<file path="config.mk">
export PLATFORM = sky130hd
export DESIGN_NAME = mul32_arbiter
export DESIGN_NICKNAME = d
export VERILOG_FILES = /design/src/rtl/mul32_arbiter.sv
export SDC_FILE = /design/constraint.sdc
export NUM_CORES = 2
export LEC_CHECK = 0
export BUFFER_PORTS_ARGS = -buffer_cell sky130_fd_sc_hd__buf_2
export CORE_MARGIN = 2
export CORE_UTILIZATION = 58
export CTS_BUF_LIST = sky130_fd_sc_hd__clkbuf_8
export CTS_CLUSTER_DIAMETER = 200
export DETAILED_ROUTE_END_ITERATION = 6
export GPL_ROUTABILITY_DRIVEN = 0
export GPL_TIMING_DRIVEN = 1
export HOLD_SLACK_MARGIN = 0.02
export PLACE_DENSITY = 0.78
export RECOVER_POWER = 100
export SLEW_MARGIN = 5
export SYNTH_ARGS = -nofsm -noshare
export SYNTH_HDL_FRONTEND = slang
export SYNTH_SLANG_ARGS = --single-unit
</file>
<file path="constraint.sdc">
create_clock -name clk -period 7.2 [get_ports clk]
set_clock_uncertainty 0.15 [all_clocks]
set_input_delay 0.72 -clock clk [delete_from_list [all_inputs] [get_ports clk]]
set_output_delay 0.72 -clock clk [all_outputs]
set_load 0.005 [all_outputs]
</file>
<file path="src/rtl/mul32_arbiter.sv">
// Round-robin share of one 32x32 unsigned multiplier; accept->rsp_valid in EXEC_CYCLES+1 cycles.
// One op in flight; result held in DONE until rsp_ready, req_ready low outside IDLE.
module mul32_arbiter #(
  parameter  int NREQ        = 4,
  parameter  int EXEC_CYCLES = 2,
  localparam int IDW         = $clog2(NREQ)
) (
  input  logic                 clk,
  input  logic                 rst_n,
  input  logic [NREQ-1:0]      req_valid,
  output logic [NREQ-1:0]      req_ready,
  input  logic [NREQ*32-1:0]   req_a,
  input  logic [NREQ*32-1:0]   req_b,
  output logic                 rsp_valid,
  input  logic                 rsp_ready,
  output logic [IDW-1:0]       rsp_id,
  output logic [63:0]          rsp_data,
  output logic                 busy
);

  localparam int CW = (EXEC_CYCLES > 1) ? $clog2(EXEC_CYCLES) : 1;

  typedef enum logic [1:0] {IDLE, EXEC, DONE} state_t;

  typedef struct packed {
    logic [31:0] a;
    logic [31:0] b;
  } op_t;

  state_t         state;
  logic [IDW-1:0] rr_ptr;
  logic [IDW-1:0] id;
  logic [CW-1:0]  cnt;
  op_t            op;
  op_t            req_op [NREQ];

  logic           grant_vld;
  logic [IDW-1:0] grant;
  logic [IDW:0]   scan_sum;
  logic [IDW-1:0] scan_idx;
  logic [63:0]    product;

  for (genvar i = 0; i < NREQ; i++) begin : g_unpack
    assign req_op[i] = {req_a[32*i +: 32], req_b[32*i +: 32]};
  end

  // First valid requester at or after rr_ptr, wrapping modulo NREQ.
  always_comb begin
    grant_vld = 1'b0;
    grant     = '0;
    scan_sum  = '0;
    scan_idx  = '0;
    for (int k = 0; k < NREQ; k++) begin
      scan_sum = {1'b0, rr_ptr} + (IDW+1)'(k);
      if (scan_sum >= (IDW+1)'(NREQ)) begin
        scan_sum = scan_sum - (IDW+1)'(NREQ);
      end
      scan_idx = scan_sum[IDW-1:0];
      if (!grant_vld && req_valid[scan_idx]) begin
        grant_vld = 1'b1;
        grant     = scan_idx;
      end
    end
  end

  assign req_ready = (rst_n && state == IDLE && grant_vld)
                   ? ({{(NREQ-1){1'b0}}, 1'b1} << grant) : '0;

  // Multicycle path: operands stay frozen in op for the whole EXEC window.
  assign product = 64'(op.a) * 64'(op.b);
  assign busy    = (state != IDLE);

  always_ff @(posedge clk) begin
    if (!rst_n) begin
      state     <= IDLE;
      rr_ptr    <= '0;
      id        <= '0;
      cnt       <= '0;
      op        <= '0;
      rsp_valid <= 1'b0;
      rsp_id    <= '0;
      rsp_data  <= '0;
    end else begin
      case (state)
        IDLE: begin
          if (grant_vld) begin
            op     <= req_op[grant];
            id     <= grant;
            rr_ptr <= (grant == IDW'(NREQ-1)) ? '0 : grant + 1'b1;
            cnt    <= CW'(EXEC_CYCLES-1);
            state  <= EXEC;
          end
        end
        EXEC: begin
          if (cnt != '0) begin
            cnt <= cnt - 1'b1;
          end else begin
            rsp_data  <= product;
            rsp_id    <= id;
            rsp_valid <= 1'b1;
            state     <= DONE;
          end
        end
        DONE: begin
          if (rsp_ready) begin
            rsp_valid <= 1'b0;
            state     <= IDLE;
          end
        end
        default: state <= IDLE;
      endcase
    end
  end

endmodule

</file>
==> flow_summary_export.csv <==
group,metric,value,unit
route,drt-pass1-iter-count,7,
global_routing,grt_first_pass_wirelength,202000,um
global_routing,gr-usage-met1,48.1,%
synth,seq_area_frac_synth,6.96,%
sta,finalMaxSlewViolations,0,
critical_path,path_class,"reg2reg",
synth,synth-async-reset-ratio,0,%
placed_design,port_buffers,334,
sta,timing.hold.ws,0.308,ns
clock_tree,cts_hold_repair.buffers,0,
global_routing,globalRouteTotalUtil,37.4,%
global_routing,antenna_found_initial,8,
critical_path,setup.worst_path.start_class,"flip-flop",
floorplan,top_level_ports,335,
route,drtAntennaViolNets,0,
sta,setup_viol,34,
global_routing,grt_busiest_layer,"met2",
layout,final_layout_size_suffix_gt1_share,22.6,%
layout,area.growth.synth_to_final,20.3,%
critical_path,worst_ep_arrival_time,8.10,ns
global_routing,global_route.overflow_total,0,
min_path,timing.hold.worst.class,"reg2reg",
sta,share_of_the_clock_period_used_by_the_worst_path,109,%
sta,worst-slew-pin-transition,1.24,ns
status,run_status,"finished with violations",
clock_tree,worstSkewPairLatency,0.55,ns
sta,finalSetupTns,-13.73,ns
synth,synth_seq_cells,138,
floorplan,row_count,95,
placed_design,dp_slack,-0.635,ns
critical_path,r2r_cells,24,
clock_tree,ctsLongestPathBuffers,2,
floorplan,dieWidth,266,um
floorplan,floorplan.initialDensity,58.8,%
floorplan,die-height,266,um
clock_tree,clock_sinks,138,
layout,most-common-layout-cells,"sky130_fd_sc_hd__inv_1 (854), sky130_fd_sc_hd__fa_1 (850), sky130_fd_sc_hd__nand2_1 (766)",
route,first_iter_violations,3747,
synth,synth_flop_cell,"sky130_fd_sc_hd__dfxtp_1",
global_routing,first_global_vias,36800,
synth,synth_edf_count,0,
layout,layout_commonest_cell,"sky130_fd_sc_hd__inv_1",
route,detailroute.via_count,35200,
layout,n_fill_cell,4596,
sta,grt_setup_unrepaired,"true",
synth,syn_avg_cell_area,8.67,um^2
clock_tree,clock_transition_time_at_the_flip_flop_clock_pins_of_the_worst_setup_and_hold_paths,0.10,ns
synth,mappedNetlistNets,6008,
layout,final_cell_utilization_of_the_core,70.7,%
sta,fmax,0.128,GHz
pwr,power.density,385,nW/um^2
sta,timing.final.ws_setup,-0.633,ns
layout,fin_nets,6541,
synth,ys_types,62,
clock_tree,tritoncts,"done",
route,wire_per_inst,22.3,um
status,failed_checks,"negative setup slack",
route,drt_drc_violations_left,0,
floorplan,die_area,70600,um^2
placed_design,final_hpwl_dp,104000,um
global_routing,use_met3,11.0,%
sta,report.final.hold_viol_count,0,
pwr,cellLeakagePower,23.9,nW
global_routing,grt_max_degree,90,
sta,timing.max_slew.rel_slack,17.3,%
floorplan,core-area,67500,um^2
global_routing,grt_use_met2,58.0,%
clock_tree,numCtsBuffers,17,
critical_path,crit_path_max_fanout,6,
route,routed_wl,134000,um
clock_tree,cts_max_level,4,
critical_path,endpoint_kind,"flip-flop",
route,route.detailed.vias_per_inst,5.87,
pwr,vdd_drop_max,865,uV
synth,post_synth_inst_count,4582,
pwr,post-layout-total-power,18.4,mW
critical_path,cp_data_required_time,7.47,ns
min_path,worst_hold_path.num_cells,2,
run,max_cap_viol_count,0,
sta,fin_crit,7.83,ns
synth,yosysWarningCount,0,
synth,synth_area,39700,um^2
clock_tree,clk_root_buffer_cell,"sky130_fd_sc_hd__clkbuf_8",
## cells by family (layout without fill, tap and decap cells)
logic type               count (synthesis)  after routing  synth area share (%)
AO/OA/AOI/OAI                          454            454                  6.92
XOR/XNOR                                56             56                  1.23
adder cells (fa/ha/maj)               1163           1163                  53.6
buffers and inverters                 1173           1719                  11.1
flip-flops                             138            138                  6.96
multiplexers                            43             43                  1.08
other                                    0              6                     0
AND/OR/NAND/NOR                       1555           1555                  19.1
## report_power, final
part	switching [mW]	total (mW)	internal, mW	leakage [nW]
combinational	9.43	16.5	7.02	22.6
clock	0.410	0.711	0.301	0.198
sequential	0.264	1.22	0.956	1.15
total	10.1	18.4	8.28	23.9
## routing by layer
metal | part of all wire (%) | vias up | routed length (um)
li1 | - | 14800 | -
met1 | 35 | 17400 | 47200
met2 | 45 | 2432 | 59700
met3 | 13 | 563 | 17700
met4 | 6.9 | 14 | 9250
met5 | 0.065 | - | 87
## repair_timing
| item | in CTS | in global routing |
|---|---|---|
| gates cloned | 1 | 3 |
| hold endpoints to repair | 0 | 0 |
| setup buffers | 31 | 27 |
| resized for setup | 191 | 212 |
| pin swaps | 69 | 149 |
| setup endpoints to repair | 35 | 43 |
## state kept, by name, indices dropped and copies added, names as in the netlist
register and count:
cnt 1, id 2, op 64, rr_ptr 2, rsp_data 64, rsp_id 2
rsp_valid 1, state 2
## worst max-delay path: stages (launching register included)
cell	delay (ns)
sky130_fd_sc_hd__dfxtp_4	0.39
sky130_fd_sc_hd__buf_12	0.14
sky130_fd_sc_hd__and2_4	0.16
sky130_fd_sc_hd__fa_1	0.51
sky130_fd_sc_hd__inv_1	0.06
sky130_fd_sc_hd__fa_1	0.48
sky130_fd_sc_hd__fa_1	0.53
sky130_fd_sc_hd__fa_1	0.58
sky130_fd_sc_hd__inv_2	0.05
sky130_fd_sc_hd__fa_1	0.55
sky130_fd_sc_hd__fa_1	0.45
sky130_fd_sc_hd__fa_1	0.52
sky130_fd_sc_hd__fa_1	0.57
sky130_fd_sc_hd__ha_4	0.32
sky130_fd_sc_hd__a21oi_1	0.07
sky130_fd_sc_hd__a21boi_2	0.19
sky130_fd_sc_hd__or3_4	0.41
sky130_fd_sc_hd__a31o_4	0.25
sky130_fd_sc_hd__a31oi_4	0.27
sky130_fd_sc_hd__a31oi_4	0.16
sky130_fd_sc_hd__o31ai_2	0.30
sky130_fd_sc_hd__a21oi_2	0.12
sky130_fd_sc_hd__nor3_2	0.14
sky130_fd_sc_hd__mux2i_1	0.09
sky130_fd_sc_hd__a311o_1	0.27
## synthesized netlist by cell type (all sizes together) (3+ instances only)
cell      n  share of area (%)
a21oi   234                2.9
a31oi    11               0.25
or2       3              0.047
a221oi    3              0.066
a211oi    8               0.15
nand2   782                7.4
o211ai    3              0.057
o21a      7               0.13
or3       7               0.12
a21o     29               0.55
o31ai     6               0.13
o21ai    45               0.57
o22ai    43               0.68
o221a     3              0.085
and3     37               0.60
nor4      4              0.063
fa      896                 45
a311oi   23               0.51
and4      5               0.11
dfxtp   138                7.0
mux2i    43                1.1
a21boi    6               0.11
xor2     19               0.42
buf      14               0.17
nand2b    5              0.079
nor3      9               0.13
nand4    24               0.38
nor2     67               0.63
o21bai   16               0.30
nand3    35               0.44
xnor2    37               0.82
clkbuf  281                2.7
inv     877                8.3
nor2b     9               0.14
ha      267                8.4
and2    563                8.9
## layout make-up
type	count	area, um^2	share of cell area, %
Timing Repair Buffer	809	6050	12.7
Antenna cell	6	15.0	0.0314
Sequential cell	138	2870	6.00
Tap cell	873	1090	2.29
Inverter	878	3300	6.91
Clock inverter	13	134	0.280
Multi-Input combinational cell	3271	34000	71.3
Clock buffer	19	262	0.548
## through the flow
stage,instances,area [um^2]
finish,6007,47800
global route,6005,47800
floorplan,4582,40000
detailed placement,5909,45200
global placement,5909,45200
CTS,5973,46600
## path summary, 6_finish.rpt
check / start / endpoint / slack (ns)
min reg2reg: rsp_data[21]$_SDFFE_PN0P_ / rsp_data[21]$_SDFFE_PN0P_ / 0.31
max: op[48]$_SDFFE_PN0P_ / rsp_data[56]$_SDFFE_PN0P_ / -0.63
max reg2reg: op[48]$_SDFFE_PN0P_ / rsp_data[56]$_SDFFE_PN0P_ / -0.63
min: rsp_data[21]$_SDFFE_PN0P_ / rsp_data[21]$_SDFFE_PN0P_ / 0.31
No activity file was read; power rests on OpenSTA's default activity.
